===== config.mk =====
export PLATFORM = sky130hd
export DESIGN_NAME = alu_arbiter
export DESIGN_NICKNAME = d
export VERILOG_FILES = /design/src/rtl/alu_pkg.sv /design/src/rtl/rr_pick.sv /design/src/rtl/alu_arbiter.sv
export SDC_FILE = /design/constraint.sdc
export NUM_CORES = 1
export LEC_CHECK = 0
export CORE_ASPECT_RATIO = 0.8
export CORE_MARGIN = 8
export CORE_UTILIZATION = 25
export DETAILED_ROUTE_END_ITERATION = 7
export PLACE_DENSITY_LB_ADDON = 0.12
export SETUP_SLACK_MARGIN = 0.5
export SLEW_MARGIN = 40
export SYNTH_ARGS = -nofsm -noshare
export SYNTH_HDL_FRONTEND = slang
export SYNTH_SLANG_ARGS = --single-unit

===== constraint.sdc =====
create_clock -name clk -period 2.05 [get_ports clk]
set_clock_uncertainty 0.15 [all_clocks]
set_input_delay 0.3075 -clock clk [delete_from_list [all_inputs] [get_ports clk]]
set_output_delay 0.3075 -clock clk [all_outputs]
set_load 0.02 [all_outputs]

===== src/rtl/alu_pkg.sv =====
// Shared definitions for the ALU sharing logic.
// Holds the ALU op encodings, the datapath widths and the lock FSM state type.
package alu_pkg;

    localparam int DATA_W = 32;
    localparam int OP_W   = 3;

    localparam logic [OP_W-1:0] OP_AND = 3'b000;
    localparam logic [OP_W-1:0] OP_OR  = 3'b001;
    localparam logic [OP_W-1:0] OP_ADD = 3'b010;
    localparam logic [OP_W-1:0] OP_SUB = 3'b110;
    localparam logic [OP_W-1:0] OP_SLT = 3'b111;

    typedef enum logic {
        UNLOCKED,
        LOCKED
    } lock_state_t;

endpackage


===== src/rtl/rr_pick.sv =====
// Combinational round-robin one-hot selector.
// Ports:
//   req   - request vector, one bit per requester
//   ptr   - index with the highest priority this cycle
//   en    - when low nothing is picked
//   gnt   - one-hot pick, only ever set on a requesting bit
//   idx   - binary index of the pick (0 when nothing picked)
//   found - high when a pick was made
module rr_pick #(
    parameter int N    = 2,
    parameter int ID_W = 1
) (
    input  logic [N-1:0]    req,
    input  logic [ID_W-1:0] ptr,
    input  logic            en,
    output logic [N-1:0]    gnt,
    output logic [ID_W-1:0] idx,
    output logic            found
);

    // Walk the requesters starting at ptr and wrapping; the first one seen wins.
    always_comb begin
        int j;
        gnt   = '0;
        idx   = '0;
        found = 1'b0;
        j     = 0;
        if (en) begin
            for (int k = 0; k < N; k++) begin
                j = (int'(ptr) + k) % N;
                if (!found && req[j]) begin
                    found  = 1'b1;
                    gnt[j] = 1'b1;
                    idx    = ID_W'(j);
                end
            end
        end
    end

endmodule


===== src/rtl/alu_arbiter.sv =====
// Shares one 32-bit ALU between N_REQ requesters.
// Round-robin arbitration with an optional time-limited lock so one owner can
// issue back-to-back ops. ALU inputs are driven combinationally from the granted
// requester; the ALU result and zero flag are registered and returned tagged
// with the owner's id.
// Ports:
//   clk, rst        - clock (rising edge) and synchronous active-high reset
//   req_valid/ready - per-requester handshake, ready is a one-hot grant
//   req_lock        - with an accepted request, keep the grant for later ops
//   req_a/b/op      - packed per-requester operands and op code
//   alu_a/b/op      - to the shared ALU (zero when nothing granted)
//   alu_res/zero    - combinational ALU outputs
//   rsp_valid/id/res/zero - registered response
//   rsp_ready       - per-requester response accept
module alu_arbiter
    import alu_pkg::*;
#(
    parameter int N_REQ    = 2,
    parameter int LOCK_MAX = 4,
    parameter int ID_W     = (N_REQ > 1) ? $clog2(N_REQ) : 1
) (
    input  logic                    clk,
    input  logic                    rst,
    input  logic [N_REQ-1:0]        req_valid,
    output logic [N_REQ-1:0]        req_ready,
    input  logic [N_REQ-1:0]        req_lock,
    input  logic [N_REQ*DATA_W-1:0] req_a,
    input  logic [N_REQ*DATA_W-1:0] req_b,
    input  logic [N_REQ*OP_W-1:0]   req_op,
    output logic [DATA_W-1:0]       alu_a,
    output logic [DATA_W-1:0]       alu_b,
    output logic [OP_W-1:0]         alu_op,
    input  logic [DATA_W-1:0]       alu_res,
    input  logic                    alu_zero,
    output logic                    rsp_valid,
    output logic [ID_W-1:0]         rsp_id,
    output logic [DATA_W-1:0]       rsp_res,
    output logic                    rsp_zero,
    input  logic [N_REQ-1:0]        rsp_ready
);

    localparam logic [3:0] LOCK_LAST = 4'(LOCK_MAX - 1);

    lock_state_t     state, state_next;
    logic [ID_W-1:0] lock_owner, owner_next;
    logic [3:0]      lock_cnt, cnt_next;
    logic [ID_W-1:0] rr_ptr, ptr_next;

    logic             can_issue;
    logic [N_REQ-1:0] gnt;
    logic [ID_W-1:0]  gnt_idx;
    logic             accept;
    logic [N_REQ-1:0] rr_gnt;
    logic [ID_W-1:0]  rr_idx;
    logic             rr_found;

    function automatic logic [ID_W-1:0] wrap_inc(input logic [ID_W-1:0] x);
        wrap_inc = (x == ID_W'(N_REQ - 1)) ? '0 : x + 1'b1;
    endfunction

    // A new op may only issue when the response register is free or being drained.
    assign can_issue = !rsp_valid || rsp_ready[rsp_id];

    rr_pick #(
        .N    (N_REQ),
        .ID_W (ID_W)
    ) u_pick (
        .req   (req_valid),
        .ptr   (rr_ptr),
        .en    (can_issue && (state == UNLOCKED)),
        .gnt   (rr_gnt),
        .idx   (rr_idx),
        .found (rr_found)
    );

    // While locked only the owner can be granted, even if others are waiting.
    always_comb begin
        gnt     = '0;
        gnt_idx = '0;
        accept  = 1'b0;
        if (state == LOCKED) begin
            if (can_issue && req_valid[lock_owner]) begin
                gnt[lock_owner] = 1'b1;
                gnt_idx         = lock_owner;
                accept          = 1'b1;
            end
        end else begin
            gnt     = rr_gnt;
            gnt_idx = rr_idx;
            accept  = rr_found;
        end
    end

    assign req_ready = gnt;

    // Mux the granted requester onto the ALU; idle ALU inputs are held at zero.
    always_comb begin
        alu_a  = '0;
        alu_b  = '0;
        alu_op = '0;
        for (int i = 0; i < N_REQ; i++) begin
            if (gnt[i]) begin
                alu_a  = req_a[DATA_W*i +: DATA_W];
                alu_b  = req_b[DATA_W*i +: DATA_W];
                alu_op = req_op[OP_W*i +: OP_W];
            end
        end
    end

    // Lock FSM and round-robin pointer. Only unlocked grants advance the pointer;
    // a forced release hands priority to the requester after the owner, and it
    // wins even if the owner is accepted with req_lock still high that cycle.
    always_comb begin
        state_next = state;
        owner_next = lock_owner;
        cnt_next   = lock_cnt;
        ptr_next   = rr_ptr;
        case (state)
            UNLOCKED: begin
                if (accept) begin
                    ptr_next = wrap_inc(gnt_idx);
                    if (req_lock[gnt_idx]) begin
                        state_next = LOCKED;
                        owner_next = gnt_idx;
                        cnt_next   = '0;
                    end
                end
            end
            LOCKED: begin
                cnt_next = lock_cnt + 4'd1;
                if (lock_cnt == LOCK_LAST) begin
                    state_next = UNLOCKED;
                    ptr_next   = wrap_inc(lock_owner);
                    cnt_next   = '0;
                end else if (accept && !req_lock[lock_owner]) begin
                    state_next = UNLOCKED;
                    cnt_next   = '0;
                end
            end
            default: begin
                state_next = UNLOCKED;
            end
        endcase
    end

    always_ff @(posedge clk) begin
        if (rst) begin
            state      <= UNLOCKED;
            lock_owner <= '0;
            lock_cnt   <= '0;
            rr_ptr     <= '0;
        end else begin
            state      <= state_next;
            lock_owner <= owner_next;
            lock_cnt   <= cnt_next;
            rr_ptr     <= ptr_next;
        end
    end

    // Response register: a new accept overwrites a response consumed this cycle,
    // which gives back-to-back responses at full rate.
    always_ff @(posedge clk) begin
        if (rst) begin
            rsp_valid <= 1'b0;
            rsp_id    <= '0;
            rsp_res   <= '0;
            rsp_zero  <= 1'b0;
        end else if (accept) begin
            rsp_valid <= 1'b1;
            rsp_id    <= gnt_idx;
            rsp_res   <= alu_res;
            rsp_zero  <= alu_zero;
        end else if (rsp_valid && rsp_ready[rsp_id]) begin
            rsp_valid <= 1'b0;
        end
    end

endmodule


==> results_dict.tcl <==
set metrics [dict create \
    result_of_the_run "finished with violations" \
    violated_checks "setup timing" \
    post_drt_via_cell_ratio 4.89 \
    fraction_of_the_mapped_netlist_area_in_compound_gates 0.400 \
    drt_drc_violations_left 0 \
    area_growth_from_synthesis_to_layout_pct 177 \
    worst_reg2reg_startpoint "rsp_id" \
    cts_buffers 5 \
    final_critical_path_setup_slack_ns -0.302 \
    grt_first_pass_wirelength_um 22600 \
    die_height_um 103 \
    detail_route.iter0.violations 214 \
    worst-path-max-fanout 7 \
    fill_cell_count 729 \
    timing.critical_path.to_type "output port" \
    synthesis.instances 290 \
    vias 3587 \
    design.final.nets 789 \
    area_after_detailed_placement_um2 5640 \
    vdd_drop_max_v 0.000402 \
    crit_required_ns 1.59 \
    xor_xnor_fraction_of_synth_area 0 \
    rsz0062_at_grt "yes" \
    worstPathArrival_ns 1.89 \
    cts_max_level 2 \
    power_per_cell_area_nw_per_um2 649 \
    finalWorstPathRequiredPeriod_ns 2.35 \
    regToRegEndpoint "lock_cnt[2]" \
    hold_path_end "rsp_res[24]" \
    timing.fmax_ghz 0.425 \
    mappedNetlistNets 466 \
    synth_seq_cells 42 \
    seqCellArea_um2 850 \
    static-leakage-power_nw 2.96 \
    worst_skew_pair.late_latency_ns 0.28 \
    core-area_um2 9450 \
    yosys.area_share.adder 0.00526 \
    io_buffer_count 278 \
    hold_slack_ns 0.301 \
    globalRouteOverflowTotal 0 \
    multiplexer_share_of_the_synthesized_area 0.0232 \
    hp-class "flip-flop to flip-flop" \
    initial_core_util 0.252 \
    dominant_combinational_cell_family_by_area_after_synthesis "compound AO/OA/AOI/OAI gates" \
    r2r_setup_slack_ns -0.18 \
    holdPathStages 2 \
    max_cap_viol_count 0 \
    grt_pass1_vias 3747 \
    overall_fraction_of_global_route_tracks_in_use 0.227 \
    slew_viol_final 0 \
    routabilityCongestion 0.902 \
    synth.lib_cells_used.distinct 34 \
    post_route_cells_drive_above_1_share 0.301 \
    max-clock-path-buffers 2 \
    dpl.hpwl_um 12100 \
    wl_per_cell_um 22.1 \
    num_io_pins 279 \
    die-width_um 125 \
    drt-pass1-iter-count 4 \
    crit_share_post_route 1.15 \
    die_area_um2 12900 \
    cts_root_buffer "sky130_fd_sc_hd__clkbuf_16" \
    core.rowCount 32 \
    critical_path_class "flip-flop to output port" \
    synthSimpleGateAreaFrac 0.163 \
    most_frequent_cells_in_the_layout "170 x sky130_fd_sc_hd__clkdlybuf4s50_1, 77 x sky130_fd_sc_hd__buf_6, 62 x sky130_fd_sc_hd__nand2_1" \
    clkSinkCount 42 \
    commonest_non_fill_non_tap_cell_in_the_layout "sky130_fd_sc_hd__clkdlybuf4s50_1" \
    final.setup.tns_ns -23.33 \
    final-hold-violation-count 0 \
    tritoncts "built" \
    tightestPinTransition_ns 0.470 \
    maxSlewHeadroom 0.686 \
    clk_pin_slew_ns 0.07 \
    ys.warnings.count 0 \
    holdCritStartpoint "rsp_res[24]" \
    detail_route.wirelength_um 16200 \
    grt_max_degree 26 \
    worstRegToRegCells 7 \
    syn_area_per_cell_um2 8.20 \
    multi_input_comb_area_um2 1630 \
    antenna_found_initial 1 \
    finalInstanceArea_um2 6600 \
    total_power_mw 4.28 \
    worst_setup_path_start_kind "flip-flop" \
    endpoints_failing_setup 106 \
    synth_sequential_area_ratio 0.354 \
    postRouteAntennaNets 0 \
    antenna_cells 0 \
    syn-cell-area_um2 2380 \
]
-- routing by layer --
| metal | GRT usage | up-vias | wire (um) |
|---|---|---|---|
| met5 | 0 | - | 9 |
| met3 | 0.0692 | 17 | 1190 |
| li1 | - | 1735 | - |
| met1 | 0.254 | 1695 | 6220 |
| met2 | 0.428 | 138 | 8540 |
| met4 | 0.0392 | 2 | 238 |
-- Yosys cell counts --
master / instances / share of area
sky130_fd_sc_hd__mux2_1: 1 / 0.0047
sky130_fd_sc_hd__nand3_1: 1 / 0.0021
sky130_fd_sc_hd__o2111a_1: 2 / 0.0095
sky130_fd_sc_hd__and2_1: 1 / 0.0026
sky130_fd_sc_hd__nor4_1: 1 / 0.0026
sky130_fd_sc_hd__o221ai_1: 1 / 0.0037
sky130_fd_sc_hd__nor3b_1: 4 / 0.013
sky130_fd_sc_hd__nand2_1: 68 / 0.11
sky130_fd_sc_hd__a2111oi_4: 1 / 0.012
sky130_fd_sc_hd__a211oi_1: 1 / 0.0032
sky130_fd_sc_hd__dfxtp_1: 42 / 0.35
sky130_fd_sc_hd__a221oi_2: 1 / 0.0063
sky130_fd_sc_hd__ha_1: 1 / 0.0053
sky130_fd_sc_hd__o21a_1: 1 / 0.0032
sky130_fd_sc_hd__mux2i_1: 1 / 0.0042
sky130_fd_sc_hd__o22ai_1: 1 / 0.0026
sky130_fd_sc_hd__mux2_2: 3 / 0.014
sky130_fd_sc_hd__a21bo_2: 1 / 0.0042
sky130_fd_sc_hd__buf_4: 1 / 0.0032
sky130_fd_sc_hd__a2111oi_0: 1 / 0.0037
sky130_fd_sc_hd__buf_2: 11 / 0.023
sky130_fd_sc_hd__a211oi_2: 1 / 0.0053
sky130_fd_sc_hd__a31o_1: 1 / 0.0037
sky130_fd_sc_hd__nand2b_1: 1 / 0.0026
sky130_fd_sc_hd__and3b_1: 1 / 0.0037
sky130_fd_sc_hd__or3b_2: 1 / 0.0037
sky130_fd_sc_hd__a221o_1: 4 / 0.017
sky130_fd_sc_hd__inv_1: 4 / 0.0063
sky130_fd_sc_hd__nor3_1: 3 / 0.0063
sky130_fd_sc_hd__clkbuf_1: 14 / 0.022
sky130_fd_sc_hd__nor2_1: 9 / 0.014
sky130_fd_sc_hd__a21oi_1: 36 / 0.076
sky130_fd_sc_hd__a22o_1: 68 / 0.25
sky130_fd_sc_hd__nor2b_1: 2 / 0.0053
-- repair_timing --
action                     4_1_cts  5_1_grt
setup buffers                   13        4
gates resized for setup        479       20
hold buffers                     0        0
gates cloned                    10        4
setup endpoints to repair      145      111
pin swaps                        8       61
-- area by class of cell --
cell class	instances	area share
clock buffer	5	0.0190
clock inverter	3	0.00740
inverter	4	0.00228
multi-input combinational	218	0.248
sequential	42	0.129
tap	119	0.0226
timing repair buffer	342	0.572
-- through the flow --
stage          utilization  cells  setup WS, ns
2_1_floorplan            -    290        0.0502
3_3_place_gp         0.597    694        -0.955
3_5_place_dp         0.597    694        -0.975
4_1_cts              0.677    725        -0.348
5_1_grt              0.698    733        -0.357
6_report             0.698    733        -0.302
-- cell families (layout without fill, tap and decap cells) --
logic type | after synthesis | in the layout
buffers and inverters | 30 | 354
multiplexers | 5 | 5
adder cells (fa/ha/maj) | 1 | 1
AO/OA/AOI/OAI | 120 | 120
AND/OR/NAND/NOR | 92 | 92
flip-flops | 42 | 42
-- worst max-delay path, cell delays in order (launching register included) --
cell	delay (ns)
sky130_fd_sc_hd__dfxtp_4	0.36
sky130_fd_sc_hd__mux2i_4	0.20
sky130_fd_sc_hd__a2111oi_4	0.30
sky130_fd_sc_hd__buf_6	0.16
sky130_fd_sc_hd__buf_12	0.14
sky130_fd_sc_hd__clkbuf_16	0.16
sky130_fd_sc_hd__a22o_1	0.16
sky130_fd_sc_hd__buf_6	0.12
-- worst max path at each step --
| stage | start | end |
|---|---|---|
| 6_report | rsp_id | alu_b[22] |
| 5_1_grt | rsp_id | alu_a[8] |
| 4_1_cts | rsp_id | alu_b[13] |
| 3_5_place_dp | req_valid[0] | alu_b[3] |
| 3_3_place_gp | req_valid[0] | alu_b[3] |
| 2_1_floorplan | rsp_id | alu_a[10] |
-- state kept, by name (all words and copies together), names as in the netlist --
signal and cells:
rsp_res 32, state 1, rsp_zero 1, lock_owner 1, rsp_id 1, rsp_valid 1, rr_ptr 1, lock_cnt 4
-- power breakdown --
| group | total [mW] | internal, mW | switching, mW |
|---|---|---|---|
| Clock | 0.930 | 0.583 | 0.347 |
| Sequential | 0.938 | 0.891 | 0.0477 |
| Combinational | 2.41 | 1.39 | 1.02 |
| Total | 4.28 | 2.86 | 1.41 |
No activity file was read; power rests on OpenSTA's default activity.
